===== src/rtl/rr_pkt_arbiter.sv =====
// rr_pkt_arbiter: round-robin packet arbiter with registered output stage and length guard
module rr_pkt_arbiter #(
  parameter int N_CH = 8,
  parameter int DATA_W = 32,
  parameter int MAX_BEATS = 64,
  parameter int CW = $clog2(N_CH)
) (
  input  logic                     clk,
  input  logic                     reset,
  input  logic [N_CH-1:0]          ch_en,
  input  logic [N_CH-1:0]          in_valid,
  input  logic [N_CH*DATA_W-1:0]   in_data,
  input  logic [N_CH-1:0]          in_last,
  output logic [N_CH-1:0]          in_ready,
  output logic                     out_valid,
  output logic [DATA_W-1:0]        out_data,
  output logic                     out_last,
  output logic [CW-1:0]            out_ch,
  input  logic                     out_ready,
  output logic                     busy,
  output logic                     len_err
);
  localparam logic [0:0] IDLE = 1'b0;
  localparam logic [0:0] BUSY = 1'b1;
  localparam int BW = $clog2(MAX_BEATS) + 1;
  logic [0:0] state;
  logic [CW-1:0] ptr, grant, sel;
  logic [BW-1:0] beat_cnt;
  logic [N_CH-1:0] req;
  logic found, acc, eff_last;
  assign req = in_valid & ch_en;
  assign busy = state == BUSY;
  assign in_ready = (busy && !reset && (!out_valid || out_ready)) ? {{(N_CH-1){1'b0}}, 1'b1} << grant : '0;
  assign acc = in_valid[grant] && in_ready[grant];
  assign eff_last = in_last[grant] || beat_cnt == BW'(MAX_BEATS - 1);
  always_comb begin
    sel = ptr;
    found = 1'b0;
    for (int i = 0; i < N_CH; i++) begin
      if (!found && req[(int'(ptr) + i) % N_CH]) begin
        sel = CW'((int'(ptr) + i) % N_CH);
        found = 1'b1;
      end
    end
  end
  always_ff @(posedge clk) begin
    if (reset) begin
      state <= IDLE;
      ptr <= '0;
      grant <= '0;
      beat_cnt <= '0;
      out_valid <= 1'b0;
      out_data <= '0;
      out_last <= 1'b0;
      out_ch <= '0;
      len_err <= 1'b0;
    end else begin
      if (state == IDLE && |req) begin
        grant <= sel;
        beat_cnt <= '0;
        state <= BUSY;
      end
      if (acc) begin
        out_data <= in_data[int'(grant)*DATA_W +: DATA_W];
        out_ch <= grant;
        out_last <= eff_last;
        beat_cnt <= beat_cnt + 1'b1;
      end
      if (acc && eff_last) begin
        state <= IDLE;
        ptr <= (grant == CW'(N_CH - 1)) ? '0 : grant + 1'b1;
        len_err <= len_err || !in_last[grant];
      end
      out_valid <= acc || (out_valid && !out_ready);
    end
  end
endmodule


===== config.mk =====
export PLATFORM = sky130hd
export DESIGN_NAME = rr_pkt_arbiter
export DESIGN_NICKNAME = d
export VERILOG_FILES = /design/src/rtl/rr_pkt_arbiter.sv
export SDC_FILE = /design/constraint.sdc
export NUM_CORES = 1
export LEC_CHECK = 0
export BUFFER_PORTS_ARGS = -buffer_cell sky130_fd_sc_hd__buf_2
export CAP_MARGIN = 20
export CORE_AREA = 3 3 126 128
export CTS_BUF_LIST = sky130_fd_sc_hd__clkbuf_4 sky130_fd_sc_hd__clkbuf_8
export DETAILED_ROUTE_END_ITERATION = 6
export DIE_AREA = 0 0 129 131
export PLACE_DENSITY = 0.65
export REMOVE_ABC_BUFFERS = 1
export SLEW_MARGIN = 20
export SYNTH_ARGS = -nofsm -noshare
export SYNTH_HDL_FRONTEND = slang
export SYNTH_SLANG_ARGS = --single-unit
export TNS_END_PERCENT = 20

===== constraint.sdc =====
create_clock -name clk -period 5 [get_ports clk]
set_clock_uncertainty 0.1 [all_clocks]
set_input_delay 1 -clock clk [delete_from_list [all_inputs] [get_ports clk]]
set_output_delay 1 -clock clk [all_outputs]
set_load 0.05 [all_outputs]

==> metrics, run 1 <==
synthesized flop and latch total 52; Post-DRT Antenna Nets 0; grt ovf 0; CTS tree done; WHS Path Cells 2; routed vias/inst 5.53; Final Max Slew Viols 0; TNS Setup 0 ns; Async SR Flop Fraction 0; CTS H-Tree Depth 2; CP startpoint kind flip-flop; Post-synth EDFFs 0; top-area cell type share of the netlist area 0.345; Hold Buf Count CTS 0; largest net degree at the start of global routing 53; R2R Setup Slk 1.48 ns; Placement Cell Area 6650 um^2; RSZ-0062 raised after global routing false; Worst Path Arrival 3.64 ns; worst rel slew slack 0.425; status finished clean; critical path fanouts, max 47; CORE AREA 15000 um^2; Port Buffers 329; min Tclk post-route 3.52 ns; largest cells by area after synthesis mux4_2 (34%), dfxtp_1 (21%), nand2_1 (7.6%); num ports 330; post-route cell area 6730 um^2; Layout Nets 1108; die area 16900 um^2; crit path capture type flip-flop; synthesized area between 4000 and 5000 um^2; Post-Route WL 21800 um; # DRC 0; Cell Count Post-Placement 997; FMAX 284 MHz; P&R area growth vs syn 37.4%; P per Cell Area 266 nW/um^2; Post-Synthesis Cells 519; 1st-pass router iterations 5; sequential area share after synthesis 0.213; setup violators final 0; Post-DP HPWL 18000 um; CTS Root Cell clkbuf_8; Row Count 45; Post-CTS Setup Bufs 0; Worst-Skew Late Latency 0.31 ns; Die Y 131 um; MaxCap Viol Count 0; first-pass GRT wire length 30800 um; Peak VDD IR 0.117 mV; wire per inst 21.7 um; maximum clock path buffer count 2; Starting DRT DRC Count between 300 and 400; Clock Sinks 52; Finished Layout Cells 1005; Overall Power 1.79 mW; Lkg Pwr 2.93 nW; most frequent cells in the layout buf_2 (329), nand2_1 (98), mux4_2 (75), nor2_1 (60), dfxtp_1 (49); GRT Overall Usage 0.244; clock-pin slew on the worst setup and hold paths roughly 0.090 ns; GPL Wtd Cong just over 0.9; endpoints failing hold 0; Distinct cells, synth 55; path type of the worst setup path flip-flop to flip-flop; initial antenna violation count 11; Initial Util 0.327; post_cts resized 0; slew at the pin with the worst max-slew slack roughly 0.86 ns; Synth warnings 0; cell taking the most area after synthesis mux4_2; layout cell share with drive strength beyond 1 0.528; prevailing post-synth register cell dfxtp_1; Worst R2R Path Depth 9; via count 5556; commonest non-fill, non-tap cell in the layout buf_2; vias in the first global route 5367; Worst Path Required 5.12 ns; synthesized area per cell approximately 9.4 um^2; Die Wd 129 um; part of the cycle the worst path needs 0.705; CTS Buf Count 5; worst hold path type flip-flop to flip-flop
metal layers:
metal | track usage | routed length (um) | vias to the layer above
met5 | 0 | 53 | -
met4 | 0.0710 | 526 | 10
met3 | 0.0622 | 1680 | 33
met2 | 0.404 | 11000 | 234
met1 | 0.316 | 8560 | 2686
li1 | - | - | 2593
final timing paths:
kind / from / end
setup / recovery: grant[0] / out_data[20]
hold / removal: out_ch[0] / out_ch[0]
setup reg to reg: grant[0] / out_data[20]
hold reg to reg: out_ch[0] / out_ch[0]
state kept, by name, summed over array words and instances, names as in the netlist:
signal and count:
len_err 1, out_valid 1, ptr 3, out_data 32
out_ch 3, grant 3, busy 1, out_last 1
beat_cnt 7
stage by stage:
step	util	hold slack, ns	setup WS, ns
floorplan	-	0.332	-1.06
global placement	0.444	0.337	1.38
detailed placement	0.444	0.341	1.35
CTS	0.449	0.354	1.40
global route	0.449	0.379	1.06
finish	0.449	0.355	1.48
Yosys cell counts (2+ instances only):
library cell,instances
nand2_1,99
o21bai_1,2
clkbuf_1,21
o21a_1,5
mux4_2,75
o21ai_1,3
o21ai_0,13
o221ai_1,2
nand2b_1,5
a31oi_1,3
nand4_1,2
nand3b_1,4
a21o_1,3
nor3_1,4
dfxtp_1,52
o22ai_1,5
buf_1,5
o31ai_1,2
and3_1,10
nand3_1,16
clkinv_1,2
nor2_1,60
ha_1,9
nor2b_1,2
inv_1,4
a21oi_1,18
a211oi_1,5
buf_2,20
a311oi_1,33
mux2i_1,4
o211ai_1,5
and2_1,3
power by group:
group	switching, mW	internal, mW
Sequential	0.0864	0.463
Clock	0.136	0.0993
Combinational	0.559	0.448
cells by family (layout without fill, tap and decap cells):
logic type,after synthesis,after routing,synth area share
xor+xnor,3,3,0.00690
mux,81,81,0.360
flops,52,52,0.213
fa+ha+maj,9,9,0.0230
buf+inv,54,350,0.0473
compound gates,110,110,0.165
other cells,0,2,0
simple gates,210,210,0.185
critical path, stage by stage, from the launching register on:
cell	delay (ns)
dfxtp_4	0.76
ha_1	0.28
ha_1	0.20
or4b_1	0.44
a21oi_1	0.13
o21ai_1	0.14
nand2_2	0.70
buf_4	0.34
nor2_1	0.06
a311oi_1	0.25
final cells by class:
| cell class | instances | area, um^2 |
|---|---|---|
| clock buffers | 6 | 76.3 |
| well taps | 188 | 235 |
| fillers | 1574 | 8250 |
| diodes | 2 | 5.00 |
| inverters | 7 | 26.3 |
| flip-flops and latches | 52 | 1050 |
| multi-input cells | 413 | 3630 |
| repair buffers | 337 | 1710 |
(Power assumes the default switching activity.)
==> run 2: changes to the inputs <==
- ABC_AREA: unset -> 1
- CORE_AREA: 3 3 126 128 -> 3 3 128 130
- DIE_AREA: 0 0 129 131 -> 0 0 131 133
- PLACE_DENSITY: 0.65 -> 0.64
- clock period: 5 -> 3.7 ns (I/O delays scaled with it)
==> run 2 against run 1 <==
Via count grew 24%. Synthesized area grew 2.4%. Wire length shrank 2.3%. Critical path type is now flip-flop to output port.
==> metrics, run 2 <==
Post-DP HPWL 16400 um (-8.9%); slew at the pin with the worst max-slew slack 0.817 ns (-0.0427 ns); pre-CTS setup slack 0.868 ns (-0.481 ns); # DRC 0 (unchanged); initial antenna violation count 0 (-11); Antenna Cells 0 (-2); Row Count 45 (unchanged); Cell Count Post-Placement 1277 (+28%); setup slack after layout 0.815 ns (-0.660 ns); Overall Power 4.87 mW (+170%); prevailing post-synth register cell dfxtp_1; Layout Nets 1365 (+23%); setup violators final 0 (unchanged); largest registers out_data: 32 flops, beat_cnt: 7 flops; num ports 330 (unchanged); cell taking the most area after synthesis dfxtp_1; layout cell share with drive strength beyond 1 0.367 (-0.161); Die Wd 131 um (+1.6%); status finished clean; vias in the first global route 6453 (+20%); Clock Sinks 52 (unchanged); CORE AREA 15300 um^2 (+1.9%); via count 6911 (+24%); GPL Wtd Cong 0.912 (+0.53%); Post-synth EDFFs 0 (unchanged); crit path capture type output port; path type of the worst setup path flip-flop to output port; largest net degree at the start of global routing 74 (+40%); GRT Overall Usage 0.230 (-0.0132); post-route cell area 6810 um^2 (+1.3%); Worst-Skew Late Latency 0.32 ns (about the same); FMAX 347 MHz; max reg flops 32 (unchanged); Finished Layout Cells 1285 (+28%); MaxCap Viol Count 0 (unchanged); grt ovf 0 (unchanged); die area 17400 um^2 (+3.1%); Reg with most FFs out_data; synthesized flop and latch total 52 (unchanged); worst hold path type flip-flop to flip-flop; worst hold slack 0.375 ns (+0.0195 ns); CTS Buf Count 5 (unchanged); CTS Root Cell clkbuf_8; sequential area share after synthesis 0.208 (-0.00504); top-area cell type share of the netlist area 0.208 (-0.137); Starting DRT DRC Count 410 (+15%); largest cells by area after synthesis dfxtp_1 (21%), nand2_1 (16%), a21oi_1 (14%); Post-DRT Antenna Nets 0 (unchanged); post_cts resized 0 (unchanged); critical path fanouts, max 73 (+55%); routed vias/inst 5.38 (-2.7%); CTS H-Tree Depth 2 (unchanged); Worst Path Arrival 2.04 ns (-1.60 ns); Post-Route WL 21300 um (-2.3%); Die Y 133 um (+1.5%); min Tclk post-route just under 3 ns; part of the cycle the worst path needs 0.780; count leader, synth nand2_1; clock-pin slew on the worst setup and hold paths 0.12 ns (+0.03 ns); endpoints failing hold 0 (unchanged); synthesized area 5020 um^2 (+2.4%); Worst Path Required 2.86 ns (-2.26 ns); Final Max Slew Viols 0 (unchanged); Post-Synthesis Cells 794 (+53%); Port Buffers 329 (unchanged); first-pass GRT wire length 32400 um (+5.1%); Synth warnings 0 (unchanged); Distinct cells, synth 40 (-27%); synthesized area per cell 6.32 um^2 (-33%); R2R Setup Slk 0.89 ns (-0.59 ns); maximum clock path buffer count 2 (unchanged); wire per inst 16.6 um (-24%); Hold Buf Count CTS 0 (unchanged); Synth top cells by count nand2_1 (217), a21oi_1 (144), a221o_1 (64); Placement Cell Area 6720 um^2 (+1.1%); commonest non-fill, non-tap cell in the layout buf_2; Lkg Pwr 3.53 nW (+20%); CTS tree done; most frequent cells in the layout buf_2 (329), nand2_1 (217), a21oi_1 (144), a221o_1 (64), nand3_1 (56); Post-CTS Setup Bufs 0 (unchanged); Async SR Flop Fraction 0 (unchanged); Initial Util 0.329 (+0.00176); final core occ 0.446 (-0.00271); worst rel slew slack 0.455 (+0.0305); P&R area growth vs syn 35.8%; CP startpoint kind flip-flop; Peak VDD IR 0.294 mV (+150%); 1st-pass router iterations 5 (unchanged); TNS Setup 0 ns (unchanged); RSZ-0062 raised after global routing false; P per Cell Area 715 nW/um^2 (+170%)
[run 2: changes by cell type after synthesis, moves of 12 or more]
cell / previous run / this run
a311oi_1: 33 / 0
a221o_1: 0 / 64
a31oi_1: 3 / 33
nand3_1: 16 / 56
a21oi_1: 18 / 144
mux4_2: 75 / 0
o21ai_0: 13 / 45
buf_2: 20 / 8
inv_1: 4 / 28
clkbuf_1: 21 / 49
nand2_1: 99 / 217
nor2_1: 60 / 18
[run 2: cell families (layout without fill, tap and decap cells)]
| group | Yosys count | in the layout | synth area share |
|---|---|---|---|
| and+or+nand+nor | 326 | 326 | 0.297 |
| AOI/OAI and AO/OA | 297 | 297 | 0.372 |
| buffers and inverters | 106 | 386 | 0.0905 |
| DFF | 52 | 52 | 0.208 |
| adders and majority gates | 9 | 9 | 0.0224 |
| xor gates and xnor gates | 4 | 4 | 0.0107 |
[run 2: layer usage]
| metal | wire, um | track usage | share of wire |
|---|---|---|---|
| met1 | 8990 | 0.288 | 0.42 |
| met2 | 10500 | 0.407 | 0.49 |
| met3 | 1540 | 0.0476 | 0.072 |
| met4 | 328 | 0.0417 | 0.015 |
| met5 | 0 | 0 | 0 |
[run 2: worst paths after layout]
| check | cells after the start | end | startpoint |
|---|---|---|---|
| max | 5 | in_ready[5] | grant[0] |
| min | 2 | beat_cnt[3] | beat_cnt[3] |
| max reg2reg | 11 | out_data[12] | grant[0] |
| min reg2reg | 2 | beat_cnt[3] | beat_cnt[3] |
[run 2: critical path, stage by stage, from the launching register on]
cell	delay [ns]
dfxtp_4	0.39
buf_4	0.53
ha_1	0.28
nand2_1	0.07
nor2_2	0.14
buf_2	0.29
[run 2: final cells by class]
| cell class | instances | area [um^2] |
|---|---|---|
| Timing Repair Buffer | 342 | 1740 |
| Tap cell | 211 | 264 |
| Inverter | 36 | 140 |
| Clock buffer | 5 | 68.8 |
| Fill cell | 1653 | 8450 |
| Multi-Input combinational cell | 636 | 3520 |
| Sequential cell | 52 | 1050 |
| Clock inverter | 3 | 26.3 |
[run 2: report_power, final]
| group | switching, mW | total [mW] | internal, mW |
|---|---|---|---|
| Combinational | 2.52 | 3.63 | 1.12 |
| Sequential | 0.122 | 0.879 | 0.757 |
| Clock | 0.220 | 0.359 | 0.138 |
| Total | 2.86 | 4.87 | 2.01 |
==> run 3: changes to the inputs <==
- clock period: 3.7 -> 2.9 ns (I/O delays scaled with it)
==> run 3 against run 2 <==
Power grew 28%. Via count fell by 0.93%. Die area stayed put. Cell area up 0.62%. Critical path depth increased by 10. Wire length rose by 0.28%. Critical endpoint is now grant[1].
==> metrics, run 3 (synthesis results as in run 2) <==
Die Y 133 um (unchanged); Port Buffers 329 (unchanged); maximum clock path buffer count 2 (unchanged); Die Wd 131 um (unchanged); Starting DRT DRC Count 463 (+13%); setup slack after layout 0.466 ns (-0.349 ns); most frequent cells in the layout buf_2 (329), nand2_1 (217), a21oi_1 (144), a221o_1 (64), nand3_1 (56); CP Cell Sequence inv_4 -> ha_1 -> inv_2 -> nand2_1 -> and2_1 -> nand2_1 -> nand2_1 -> inv_2 -> nor2_4 -> nand2_2 -> nor3_4 -> nor2_1 -> nand2_1 -> nand2_1 -> a21oi_2; Pint 2.59 mW (+29%); Layout Nets 1370 (+0.37%); CTS tree done; initial antenna violation count 0 (unchanged); endpoints failing hold 0 (unchanged); Antenna Cells 0 (unchanged); clock-pin slew on the worst setup and hold paths 0.10 ns (-0.02 ns); # DRC 0 (unchanged); via count 6847 (-0.93%); wire per inst 16.6 um (-0.11%); P&R area growth vs syn 36.6%; post_cts resized 0 (unchanged); Worst Path Required 3.04 ns (+0.18 ns); sw power 3.63 mW (+27%); CP startpoint kind flip-flop; CTS Root Cell clkbuf_8; status finished clean; CTS H-Tree Depth 2 (unchanged); CORE AREA 15300 um^2 (unchanged); FMAX between 400 and 500 MHz; P per Cell Area 907 nW/um^2 (+27%); CTS Buf Count 5 (unchanged); RSZ-0062 raised after global routing false; critical path fanouts, max 13 (-82%); max incr delay on CP 0.44 ns (-0.09 ns); largest net degree at the start of global routing 82 (+11%); max reg flops 32 (unchanged); post-route cell area 6850 um^2 (+0.62%); MaxCap Viol Count 0 (unchanged); commonest non-fill, non-tap cell in the layout buf_2; GRT Overall Usage 0.227 (-0.00309); largest registers out_data: 32 flops, beat_cnt: 7 flops; layout cell share with drive strength beyond 1 0.370 (+0.00293); first-pass GRT wire length 31900 um (-1.7%); Clock Sinks 52 (unchanged); Hold Buf Count CTS 0 (unchanged); worst hold path type flip-flop to flip-flop; Gate power share 0.751 (+0.005); Post-DP HPWL 16700 um (+2.1%); vias in the first global route 6247 (-3.2%); Net Sw Frac 0.583 (-0.00357); path type of the worst setup path flip-flop to flip-flop; num ports 330 (unchanged); pre-CTS setup slack 0.436 ns (-0.432 ns); crit path capture type flip-flop; Row Count 45 (unchanged); worst rel slew slack 0.533 (+0.0780); Worst path slowest cell ha_1; routed vias/inst 5.31 (-1.3%); slew at the pin with the worst max-slew slack 0.700 ns (-0.117 ns); min Tclk post-route 2.43 ns; Cell Count Post-Placement 1282 (+0.39%); Finished Layout Cells 1290 (+0.39%); sequential power share 0.181 (about the same); Initial Util 0.329 (unchanged); Overall Power 6.21 mW (+28%); Worst Path Arrival 2.58 ns (+0.54 ns); die area 17400 um^2 (unchanged); 1st-pass router iterations 5 (unchanged); part of the cycle the worst path needs 0.839; Post-CTS Setup Bufs 0 (unchanged); Reg with most FFs out_data; grt ovf 0 (unchanged); Post-DRT Antenna Nets 0 (unchanged); setup violators final 0 (unchanged); Lkg Pwr 3.56 nW (+1.0%); Placement Cell Area 6770 um^2 (+0.75%); Final Max Slew Viols 0 (unchanged); Peak VDD IR 0.346 mV (+18%); Most common cell on crit path nand2_1; Worst-Skew Late Latency 0.31 ns (about the same); GPL Wtd Cong 0.931 (+2.1%); Post-Route WL 21400 um (+0.28%); Clock power frac 0.068 (-0.006)
[run 3: metal layers]
layer,track usage,part of all wire,routed length [um],vias up
met1,0.303,0.43,9190,3148
met2,0.378,0.47,10100,266
met3,0.0448,0.080,1720,27
li1,-,-,-,3406
met5,0,0,0,-
met4,0.0480,0.018,395,0
[run 3: metrics by stage]
step	hold slack [ns]	TNS, ns	utilization
after floorplan	0.335	-258.70	-
after global placement	0.342	0	0.443
after detailed placement	0.353	0	0.443
after CTS	0.369	0	0.449
after global routing	0.411	0	0.449
final	0.367	0	0.449
[run 3: power groups by stage]
| stage | Clock, mW | Combinational, mW | Sequential (mW) |
|---|---|---|---|
| after floorplan | 0 | 2.47 | 2.05 |
| after global placement | 0 | 4.63 | 1.13 |
| after detailed placement | 0 | 4.64 | 1.14 |
| after CTS | 0.449 | 4.65 | 1.12 |
| after global routing | 0.477 | 5.14 | 1.15 |
| final | 0.425 | 4.67 | 1.12 |
[run 3: final timing paths]
kind	start	to	slack (ns)	cells after the start
hold reg to reg	beat_cnt[5]	beat_cnt[5]	0.37	2
hold / removal	beat_cnt[5]	beat_cnt[5]	0.37	2
setup / recovery	ptr[0]	grant[1]	0.47	15
setup reg to reg	ptr[0]	grant[1]	0.47	15
[run 3: layout make-up]
class,instances,area (um^2)
Fill cell,1664,8400
Multi-Input combinational cell,636,3520
Timing Repair Buffer,347,1790
Sequential cell,52,1050
Tap cell,211,264
Inverter,36,140
Clock buffer,5,68.8
Clock inverter,3,18.8
[run 3: worst max-delay path, delay by kind of cell, from the launching register on]
| kind | cells | cell delay, ns |
|---|---|---|
| flops | 1 | 0.39 |
| compound gates | 1 | 0.10 |
| buf+inv | 3 | 0.29 |
| fa+ha+maj | 1 | 0.44 |
| simple gates | 10 | 1.03 |
